### src/rtl/lsq_retire_unit_pkg.sv
// rtl/lsq_retire_unit_pkg.sv - shared types and constants for the LSQ retire unit
package lsu_pkg;

    localparam int THREADS    = 4;
    localparam int WARP_W     = 2;
    localparam int REG_W      = 4;
    localparam int ADDR_LANES = 8;
    localparam int LSU_DATA_W = 16;
    localparam int LSU_ADDR_W = 8;

    typedef enum logic [2:0] {
        IDLE,
        LOAD_RD,
        LOAD_WB,
        STORE_WR,
        DONE
    } retire_state_t;

    // Buffered request; only lanes 0..THREADS-1 of addr are ever used.
    typedef struct packed {
        logic                                   instr_bit;
        logic [WARP_W-1:0]                      warp;
        logic [REG_W-1:0]                       dest_reg;
        logic [ADDR_LANES-1:0][LSU_ADDR_W-1:0]  addr;
        logic [THREADS-1:0]                     mask;
        logic [LSU_DATA_W-1:0]                  data;
    } lsu_req_t;

endpackage

### src/rtl/lsq_retire_unit_if.sv
// rtl/lsq_retire_unit_if.sv - request, data-memory, register-file and done signals
interface lsq_retire_unit_if #(
    parameter int DATA_WIDTH = 16,
    parameter int ADDR_WIDTH = 8
);
    import lsu_pkg::*;

    logic                    in_valid;
    logic                    in_instr_bit;
    logic [WARP_W-1:0]       in_warp;
    logic [REG_W-1:0]        in_dest_reg;
    logic [8*ADDR_WIDTH-1:0] in_addr;
    logic [THREADS-1:0]      in_mask;
    logic [DATA_WIDTH-1:0]   in_data;
    logic                    fifo_full;
    logic                    overflow;
    logic                    dmem_re;
    logic                    dmem_we;
    logic [ADDR_WIDTH-1:0]   dmem_addr;
    logic [DATA_WIDTH-1:0]   dmem_wdata;
    logic [DATA_WIDTH-1:0]   dmem_rdata;
    logic                    rf_we;
    logic [WARP_W-1:0]       rf_warp;
    logic [1:0]              rf_thread;
    logic [REG_W-1:0]        rf_reg;
    logic [DATA_WIDTH-1:0]   rf_wdata;
    logic                    done_valid;
    logic [WARP_W-1:0]       done_warp;
    logic                    done_is_store;

    modport master (
        output in_valid, in_instr_bit, in_warp, in_dest_reg, in_addr, in_mask, in_data,
        output dmem_rdata,
        input  fifo_full, overflow, dmem_re, dmem_we, dmem_addr, dmem_wdata,
        input  rf_we, rf_warp, rf_thread, rf_reg, rf_wdata,
        input  done_valid, done_warp, done_is_store
    );

    modport slave (
        input  in_valid, in_instr_bit, in_warp, in_dest_reg, in_addr, in_mask, in_data,
        input  dmem_rdata,
        output fifo_full, overflow, dmem_re, dmem_we, dmem_addr, dmem_wdata,
        output rf_we, rf_warp, rf_thread, rf_reg, rf_wdata,
        output done_valid, done_warp, done_is_store
    );

endinterface

### src/rtl/lsu_req_fifo.sv
// rtl/lsu_req_fifo.sv - synchronous request FIFO with extra-MSB wrap pointers
module lsu_req_fifo
    import lsu_pkg::*;
#(
    parameter int FIFO_DEPTH = 4
) (
    input  logic                          clk,
    input  logic                          reset,
    input  logic                          push,
    input  lsu_req_t                      push_data,
    input  logic                          pop,
    output lsu_req_t                      head,
    output logic                          full,
    output logic                          empty,
    output logic [$clog2(FIFO_DEPTH):0]   count
);
    localparam int AW = $clog2(FIFO_DEPTH);
    localparam logic [AW:0] PTR_ONE = (AW+1)'(1);
    localparam logic [AW:0] DEPTH_C = (AW+1)'(FIFO_DEPTH);

    lsu_req_t    mem_q [FIFO_DEPTH];
    logic [AW:0] wr_ptr_q, wr_ptr_d;
    logic [AW:0] rd_ptr_q, rd_ptr_d;

    always_comb begin
        wr_ptr_d = wr_ptr_q;
        rd_ptr_d = rd_ptr_q;
        if (push) wr_ptr_d = wr_ptr_q + PTR_ONE;
        if (pop)  rd_ptr_d = rd_ptr_q + PTR_ONE;
    end

    always_ff @(posedge clk) begin
        if (reset) begin
            wr_ptr_q <= '0;
            rd_ptr_q <= '0;
        end else begin
            wr_ptr_q <= wr_ptr_d;
            rd_ptr_q <= rd_ptr_d;
        end
    end

    always_ff @(posedge clk) begin
        if (push) mem_q[wr_ptr_q[AW-1:0]] <= push_data;
    end

    assign count = wr_ptr_q - rd_ptr_q;
    assign full  = (count == DEPTH_C);
    assign empty = (count == '0);
    assign head  = mem_q[rd_ptr_q[AW-1:0]];

endmodule

### src/rtl/lsq_retire_unit.sv
// rtl/lsq_retire_unit.sv - retires LSQ requests lane by lane into dmem / register file
module lsq_retire_unit
    import lsu_pkg::*;
#(
    parameter int DATA_WIDTH = 16,
    parameter int ADDR_WIDTH = 8,
    parameter int FIFO_DEPTH = 4
) (
    input  logic               clk,
    input  logic               reset,
    lsq_retire_unit_if.slave   bus
);
    lsu_req_t                          in_req;
    lsu_req_t                          head;
    logic                              fifo_push, fifo_pop, fifo_full, fifo_empty;
    logic [$clog2(FIFO_DEPTH):0]       fifo_count;
    logic [THREADS-1:0][ADDR_WIDTH-1:0] head_lo;
    logic                              unused_ok;

    retire_state_t                      state_q, state_d;
    logic [WARP_W-1:0]                  warp_q, warp_d;
    logic [REG_W-1:0]                   dest_q, dest_d;
    logic [THREADS-1:0][ADDR_WIDTH-1:0] addr_q, addr_d;
    logic [THREADS-1:0]                 mask_q, mask_d;
    logic [DATA_WIDTH-1:0]              data_q, data_d;
    logic [1:0]                         lane_q, lane_d;
    logic                               overflow_q, overflow_d;

    logic                    dmem_re_q, dmem_re_d, dmem_we_q, dmem_we_d;
    logic [ADDR_WIDTH-1:0]   dmem_addr_q, dmem_addr_d;
    logic [DATA_WIDTH-1:0]   dmem_wdata_q, dmem_wdata_d;
    logic                    rf_we_q, rf_we_d;
    logic [WARP_W-1:0]       rf_warp_q, rf_warp_d;
    logic [1:0]              rf_thread_q, rf_thread_d;
    logic [REG_W-1:0]        rf_reg_q, rf_reg_d;
    logic                    done_valid_q, done_valid_d;
    logic [WARP_W-1:0]       done_warp_q, done_warp_d;
    logic                    done_is_store_q, done_is_store_d;

    logic [THREADS-1:0] mask_rem;
    logic [1:0]         first_lane, next_lane;

    function automatic logic [1:0] lowest_lane(input logic [THREADS-1:0] m);
        if (m[0])      return 2'd0;
        else if (m[1]) return 2'd1;
        else if (m[2]) return 2'd2;
        else           return 2'd3;
    endfunction

    always_comb begin
        in_req           = '0;
        in_req.instr_bit = bus.in_instr_bit;
        in_req.warp      = bus.in_warp;
        in_req.dest_reg  = bus.in_dest_reg;
        in_req.addr      = bus.in_addr;
        in_req.mask      = bus.in_mask;
        in_req.data      = bus.in_data;
    end

    // A full FIFO still takes a push when IDLE pops in the same cycle.
    assign fifo_pop  = (state_q == IDLE) && !fifo_empty;
    assign fifo_push = bus.in_valid && (!fifo_full || fifo_pop);

    lsu_req_fifo #(.FIFO_DEPTH(FIFO_DEPTH)) u_fifo (
        .clk       (clk),
        .reset     (reset),
        .push      (fifo_push),
        .push_data (in_req),
        .pop       (fifo_pop),
        .head      (head),
        .full      (fifo_full),
        .empty     (fifo_empty),
        .count     (fifo_count)
    );

    assign head_lo    = head.addr[THREADS-1:0];
    assign unused_ok  = ^{head.addr[ADDR_LANES-1:THREADS], fifo_count};
    assign first_lane = lowest_lane(head.mask);
    assign mask_rem   = mask_q & ~(4'b0001 << lane_q);
    assign next_lane  = lowest_lane(mask_rem);

    // Outputs are registered: each transition loads the strobes of the state being entered.
    always_comb begin
        state_d         = state_q;
        warp_d          = warp_q;
        dest_d          = dest_q;
        addr_d          = addr_q;
        mask_d          = mask_q;
        data_d          = data_q;
        lane_d          = lane_q;
        overflow_d      = overflow_q | (bus.in_valid & ~fifo_push);
        dmem_re_d       = 1'b0;
        dmem_we_d       = 1'b0;
        dmem_addr_d     = '0;
        dmem_wdata_d    = '0;
        rf_we_d         = 1'b0;
        rf_warp_d       = '0;
        rf_thread_d     = '0;
        rf_reg_d        = '0;
        done_valid_d    = 1'b0;
        done_warp_d     = '0;
        done_is_store_d = 1'b0;

        case (state_q)
            IDLE: begin
                if (!fifo_empty) begin
                    warp_d = head.warp;
                    dest_d = head.dest_reg;
                    addr_d = head_lo;
                    mask_d = head.mask;
                    data_d = head.data;
                    lane_d = first_lane;
                    if (head.mask == '0) begin
                        state_d         = DONE;
                        done_valid_d    = 1'b1;
                        done_warp_d     = head.warp;
                        done_is_store_d = head.instr_bit;
                    end else if (!head.instr_bit) begin
                        state_d     = LOAD_RD;
                        dmem_re_d   = 1'b1;
                        dmem_addr_d = head_lo[first_lane];
                    end else begin
                        state_d      = STORE_WR;
                        dmem_we_d    = 1'b1;
                        dmem_addr_d  = head_lo[first_lane];
                        dmem_wdata_d = head.data;
                    end
                end
            end
            LOAD_RD: begin
                state_d     = LOAD_WB;
                rf_we_d     = 1'b1;
                rf_warp_d   = warp_q;
                rf_thread_d = lane_q;
                rf_reg_d    = dest_q;
            end
            LOAD_WB: begin
                mask_d = mask_rem;
                if (mask_rem != '0) begin
                    state_d     = LOAD_RD;
                    lane_d      = next_lane;
                    dmem_re_d   = 1'b1;
                    dmem_addr_d = addr_q[next_lane];
                end else begin
                    state_d      = DONE;
                    done_valid_d = 1'b1;
                    done_warp_d  = warp_q;
                end
            end
            STORE_WR: begin
                mask_d = mask_rem;
                if (mask_rem != '0) begin
                    lane_d       = next_lane;
                    dmem_we_d    = 1'b1;
                    dmem_addr_d  = addr_q[next_lane];
                    dmem_wdata_d = data_q;
                end else begin
                    state_d         = DONE;
                    done_valid_d    = 1'b1;
                    done_warp_d     = warp_q;
                    done_is_store_d = 1'b1;
                end
            end
            DONE:    state_d = IDLE;
            default: state_d = IDLE;
        endcase
    end

    always_ff @(posedge clk) begin
        if (reset) begin
            state_q         <= IDLE;
            warp_q          <= '0;
            dest_q          <= '0;
            addr_q          <= '0;
            mask_q          <= '0;
            data_q          <= '0;
            lane_q          <= '0;
            overflow_q      <= 1'b0;
            dmem_re_q       <= 1'b0;
            dmem_we_q       <= 1'b0;
            dmem_addr_q     <= '0;
            dmem_wdata_q    <= '0;
            rf_we_q         <= 1'b0;
            rf_warp_q       <= '0;
            rf_thread_q     <= '0;
            rf_reg_q        <= '0;
            done_valid_q    <= 1'b0;
            done_warp_q     <= '0;
            done_is_store_q <= 1'b0;
        end else begin
            state_q         <= state_d;
            warp_q          <= warp_d;
            dest_q          <= dest_d;
            addr_q          <= addr_d;
            mask_q          <= mask_d;
            data_q          <= data_d;
            lane_q          <= lane_d;
            overflow_q      <= overflow_d;
            dmem_re_q       <= dmem_re_d;
            dmem_we_q       <= dmem_we_d;
            dmem_addr_q     <= dmem_addr_d;
            dmem_wdata_q    <= dmem_wdata_d;
            rf_we_q         <= rf_we_d;
            rf_warp_q       <= rf_warp_d;
            rf_thread_q     <= rf_thread_d;
            rf_reg_q        <= rf_reg_d;
            done_valid_q    <= done_valid_d;
            done_warp_q     <= done_warp_d;
            done_is_store_q <= done_is_store_d;
        end
    end

    assign bus.fifo_full     = fifo_full;
    assign bus.overflow      = overflow_q;
    assign bus.dmem_re       = dmem_re_q;
    assign bus.dmem_we       = dmem_we_q;
    assign bus.dmem_addr     = dmem_addr_q;
    assign bus.dmem_wdata    = dmem_wdata_q;
    assign bus.rf_we         = rf_we_q;
    assign bus.rf_warp       = rf_warp_q;
    assign bus.rf_thread     = rf_thread_q;
    assign bus.rf_reg        = rf_reg_q;
    // Read data lands in the write-back cycle, so it is forwarded rather than registered.
    assign bus.rf_wdata      = rf_we_q ? bus.dmem_rdata : '0;
    assign bus.done_valid    = done_valid_q;
    assign bus.done_warp     = done_warp_q;
    assign bus.done_is_store = done_is_store_q;

endmodule

### src/flat_wrapper.sv
// flat-port wrapper written by rule: the top's interface ports become plain ports
module lsq_retire_unit_flat import lsu_pkg::*;
#(
    parameter int DATA_WIDTH = 16,
    parameter int ADDR_WIDTH = 8,
    parameter int FIFO_DEPTH = 4
)
  (clk, reset, bus_in_valid, bus_in_instr_bit, bus_in_warp, bus_in_dest_reg, bus_in_addr, bus_in_mask, bus_in_data, bus_dmem_rdata, bus_fifo_full, bus_overflow, bus_dmem_re, bus_dmem_we, bus_dmem_addr, bus_dmem_wdata, bus_rf_we, bus_rf_warp, bus_rf_thread, bus_rf_reg, bus_rf_wdata, bus_done_valid, bus_done_warp, bus_done_is_store);
  lsq_retire_unit_if #(.DATA_WIDTH(DATA_WIDTH), .ADDR_WIDTH(ADDR_WIDTH)) bus_i ();
  input  logic clk;
  input  logic reset;
  input wire logic [$bits(bus_i.in_valid)-1:0] bus_in_valid;
  input wire logic [$bits(bus_i.in_instr_bit)-1:0] bus_in_instr_bit;
  input wire logic [$bits(bus_i.in_warp)-1:0] bus_in_warp;
  input wire logic [$bits(bus_i.in_dest_reg)-1:0] bus_in_dest_reg;
  input wire logic [$bits(bus_i.in_addr)-1:0] bus_in_addr;
  input wire logic [$bits(bus_i.in_mask)-1:0] bus_in_mask;
  input wire logic [$bits(bus_i.in_data)-1:0] bus_in_data;
  input wire logic [$bits(bus_i.dmem_rdata)-1:0] bus_dmem_rdata;
  output wire logic [$bits(bus_i.fifo_full)-1:0] bus_fifo_full;
  output wire logic [$bits(bus_i.overflow)-1:0] bus_overflow;
  output wire logic [$bits(bus_i.dmem_re)-1:0] bus_dmem_re;
  output wire logic [$bits(bus_i.dmem_we)-1:0] bus_dmem_we;
  output wire logic [$bits(bus_i.dmem_addr)-1:0] bus_dmem_addr;
  output wire logic [$bits(bus_i.dmem_wdata)-1:0] bus_dmem_wdata;
  output wire logic [$bits(bus_i.rf_we)-1:0] bus_rf_we;
  output wire logic [$bits(bus_i.rf_warp)-1:0] bus_rf_warp;
  output wire logic [$bits(bus_i.rf_thread)-1:0] bus_rf_thread;
  output wire logic [$bits(bus_i.rf_reg)-1:0] bus_rf_reg;
  output wire logic [$bits(bus_i.rf_wdata)-1:0] bus_rf_wdata;
  output wire logic [$bits(bus_i.done_valid)-1:0] bus_done_valid;
  output wire logic [$bits(bus_i.done_warp)-1:0] bus_done_warp;
  output wire logic [$bits(bus_i.done_is_store)-1:0] bus_done_is_store;
  assign bus_i.in_valid = bus_in_valid;
  assign bus_i.in_instr_bit = bus_in_instr_bit;
  assign bus_i.in_warp = bus_in_warp;
  assign bus_i.in_dest_reg = bus_in_dest_reg;
  assign bus_i.in_addr = bus_in_addr;
  assign bus_i.in_mask = bus_in_mask;
  assign bus_i.in_data = bus_in_data;
  assign bus_i.dmem_rdata = bus_dmem_rdata;
  assign bus_fifo_full = bus_i.fifo_full;
  assign bus_overflow = bus_i.overflow;
  assign bus_dmem_re = bus_i.dmem_re;
  assign bus_dmem_we = bus_i.dmem_we;
  assign bus_dmem_addr = bus_i.dmem_addr;
  assign bus_dmem_wdata = bus_i.dmem_wdata;
  assign bus_rf_we = bus_i.rf_we;
  assign bus_rf_warp = bus_i.rf_warp;
  assign bus_rf_thread = bus_i.rf_thread;
  assign bus_rf_reg = bus_i.rf_reg;
  assign bus_rf_wdata = bus_i.rf_wdata;
  assign bus_done_valid = bus_i.done_valid;
  assign bus_done_warp = bus_i.done_warp;
  assign bus_done_is_store = bus_i.done_is_store;
  lsq_retire_unit #(.DATA_WIDTH(DATA_WIDTH), .ADDR_WIDTH(ADDR_WIDTH), .FIFO_DEPTH(FIFO_DEPTH)) u_core (.clk(clk), .reset(reset), .bus(bus_i));
endmodule
### config.mk
export PLATFORM = sky130hd
export DESIGN_NAME = lsq_retire_unit_flat
export DESIGN_NICKNAME = d
export VERILOG_FILES = /design/src/rtl/lsq_retire_unit_pkg.sv /design/src/rtl/lsq_retire_unit_if.sv /design/src/rtl/lsu_req_fifo.sv /design/src/rtl/lsq_retire_unit.sv /design/src/flat_wrapper.sv
export SDC_FILE = /design/constraint.sdc
export NUM_CORES = 1
export LEC_CHECK = 0
export BUFFER_PORTS_ARGS = -buffer_cell sky130_fd_sc_hd__buf_2
export CAP_MARGIN = 25
export CORE_MARGIN = 1
export CORE_UTILIZATION = 60
export CTS_CLUSTER_DIAMETER = 100
export DETAILED_ROUTE_END_ITERATION = 10
export GPL_TIMING_DRIVEN = 0
export HOLD_SLACK_MARGIN = 0.08
export PLACE_DENSITY = 0.8
export RECOVER_POWER = 100
export SLEW_MARGIN = 25
export SYNTH_ARGS = -nofsm -noshare
export SYNTH_HDL_FRONTEND = slang
export SYNTH_HIERARCHICAL = 1
export SYNTH_SLANG_ARGS = --single-unit
export TNS_END_PERCENT = 1
### constraint.sdc
create_clock -name clk -period 7.2 [get_ports clk]
set_clock_uncertainty 0.2 [all_clocks]
set_input_delay 0.72 -clock clk [delete_from_list [all_inputs] [get_ports clk]]
set_output_delay 0.72 -clock clk [all_outputs]
set_load 0.03 [all_outputs]
==> flow_summary.yaml <==
global_route:
  grt_overflow: 0
  grt_pass1_vias: 7840
  grt_use_total_pct: 25.1
  antenna_found_initial: 0
  grt_max_degree: 39
  grt_pass1_wl_mm: 42.5
cts:
  clock_tree.root_cell: "clkbuf_16"
  cts_resized: 0
  clk_path_buf_depth: 3
  clkSlewWorstSetupHoldPaths_ps: 60
  cts_hold_buf: 0
  cts_buffers: 35
  cts_tree: "yes"
  clk_latency_ps: 510
  post_cts_buffers: 0
  cts.htree.levels: 2
  cts_sinks: 347
timing:
  slew_headroom_pct: -99.5
  setup_tns_ps: 0
  rsz0062_at_grt: "no"
  max_freq_mhz: 177
  worst_hold_slack_ps: 253
  min_period_ps: 5640
  hold_violations: 0
  period_share_pct: 78.3
  finalMaxSlewViolations: 33
  setup-violations-final: 0
  worst_slew_pin_slew_ps: 2920
worst_hold_path:
  hold_class: "flip-flop to flip-flop"
routing:
  via_per_inst: 5.89
  drcViolationCount: 0
  drt_first_pass_iters: 6
  wl_mm: 27.8
  wire_per_inst_um: 20.5
  drt_iter0_markers: 720
  route.vias.total: 7952
  detail-route-antenna-nets: 0
die:
  rows: 54
  ios: 167
  start_util_pct: 61.4
  dieHeight_um: 151
  die_w_um: 151
  dieArea_um2: 22900
  core-area_um2: 21800
critical_path:
  path_delay_family: "simple AND/OR/NAND/NOR gates"
  crit_top_cell: "clkbuf_1"
  max_stage_delay_ps: 1370
  worst_ep_arrival_time_ps: 5610
  crit_fanout: 38
  timing.critical_path.buf_inv: 6
  worstPathRequired_ps: 7180
  cpMaxStageDelayCell: "and2_0"
  worst_setup_path_start_kind: "flip-flop"
  cp_cell_sequence: "inv_1 > ha_1 > fa_1 > xor3_1 > nor2_1 > or4_2 > clkbuf_1 > clkbuf_1 > clkbuf_1 > a21boi_0 > clkbuf_1 > and2_0 > buf_12"
  critical_path_class: "flip-flop to flip-flop"
  crit_path_end_kind: "flip-flop"
synth:
  synth_fp_nets: 987
  yosysWarnings: 6
  synth_area_um2: 13400
  syn_inst: 870
  syn_area_per_cell_um2: 15.4
power_and_ir_drop:
  p_leak_nw: 5.16
  ir_worst_vdd_uv: 230
  p_sw_share_pct: 35.1
  combPwrFrac_pct: 35.8
  intPower_mw: 4.44
  p_seq_share_pct: 38.9
  pwr-share-clk_pct: 25.2
  power_density_nw_per_um2: 445
  p_switching_mw: 2.41
run_status:
  status: "complete, but fails checks"
  violations: "max-capacitance violations, max-slew violations"
flow_run:
  cap_violations: 2
layout:
  num_antenna_cells: 0
  syn2layout_area_growth_pct: 15.0
  drive_above_1_share_pct: 14.6
  final_cell_mix: "edfxtp_1 (236), clkbuf_1 (165), nand2_1 (129), dfxtp_1 (111), a21oi_1 (66)"
  largest_reg_flops: 236
  final_common_cell: "edfxtp_1"
  nets: 1162
placed_design:
  hpwlAfterDp_mm: 18.3
  gp_congestion: 0.910
  port_buffers: 134
path summary, 6_finish.rpt:
path	depth (start not counted)	slack, ps	endpoint	start
setup / recovery	13	1560	u_core/u_fifo/mem_q[0][30]$_DFFE_PP_	u_core/u_fifo/wr_ptr_q[0]$_SDFFE_PP0P_
hold / removal	2	250	u_core/dest_q[0]$_SDFFE_PP0P_	u_core/dest_q[0]$_SDFFE_PP0P_
setup reg to reg	13	1560	u_core/u_fifo/mem_q[0][30]$_DFFE_PP_	u_core/u_fifo/wr_ptr_q[0]$_SDFFE_PP0P_
hold reg to reg	2	250	u_core/dest_q[0]$_SDFFE_PP0P_	u_core/dest_q[0]$_SDFFE_PP0P_
power groups by stage:
stage	sequential, mW	combinational (mW)	clock [mW]
floorplan	2.78	1.69	0
global placement	2.71	2.41	0
detailed placement	2.70	2.50	0
CTS	2.66	2.52	1.76
global route	2.70	2.65	1.83
finish	2.67	2.46	1.73
metrics by stage:
stage / instance area [um^2] / utilization, % / worst slack (ps) / power [mW] / instances
global placement: 14400 / 66.1 / 986 / 5.12 / 1284
CTS: 15600 / 71.5 / 2680 / 6.94 / 1351
finish: 15400 / 70.6 / 1560 / 6.85 / 1351
floorplan: 13400 / - / 2490 / 4.47 / 870
detailed placement: 14500 / 66.5 / 2700 / 5.20 / 1288
global route: 15400 / 70.6 / 1260 / 7.18 / 1351
area by class of cell:
| class | count | area [um^2] |
|---|---|---|
| inverters | 10 | 38.8 |
| multi-input cells | 454 | 3640 |
| flip-flops and latches | 347 | 9310 |
| clock buffers | 49 | 991 |
| plain buffers | 59 | 365 |
| repair buffers | 138 | 604 |
| well taps | 280 | 350 |
| fillers | 1458 | 6410 |
| clock inverters | 14 | 111 |
worst min-delay path: stages, from the launching register on:
cell     delay, ps
dfxtp_1        300
nand2_1         50
a21oi_1         50
routing by layer:
metal | up-vias | track usage, % | part of all wire [%]
li1 | 3643 | - | -
met3 | 34 | 5.48 | 9.0
met4 | 0 | 8.85 | 1.7
met2 | 369 | 41.2 | 49
met5 | - | 0 | 0
met1 | 3906 | 33.3 | 40
Power figures use the tool's default switching activity.
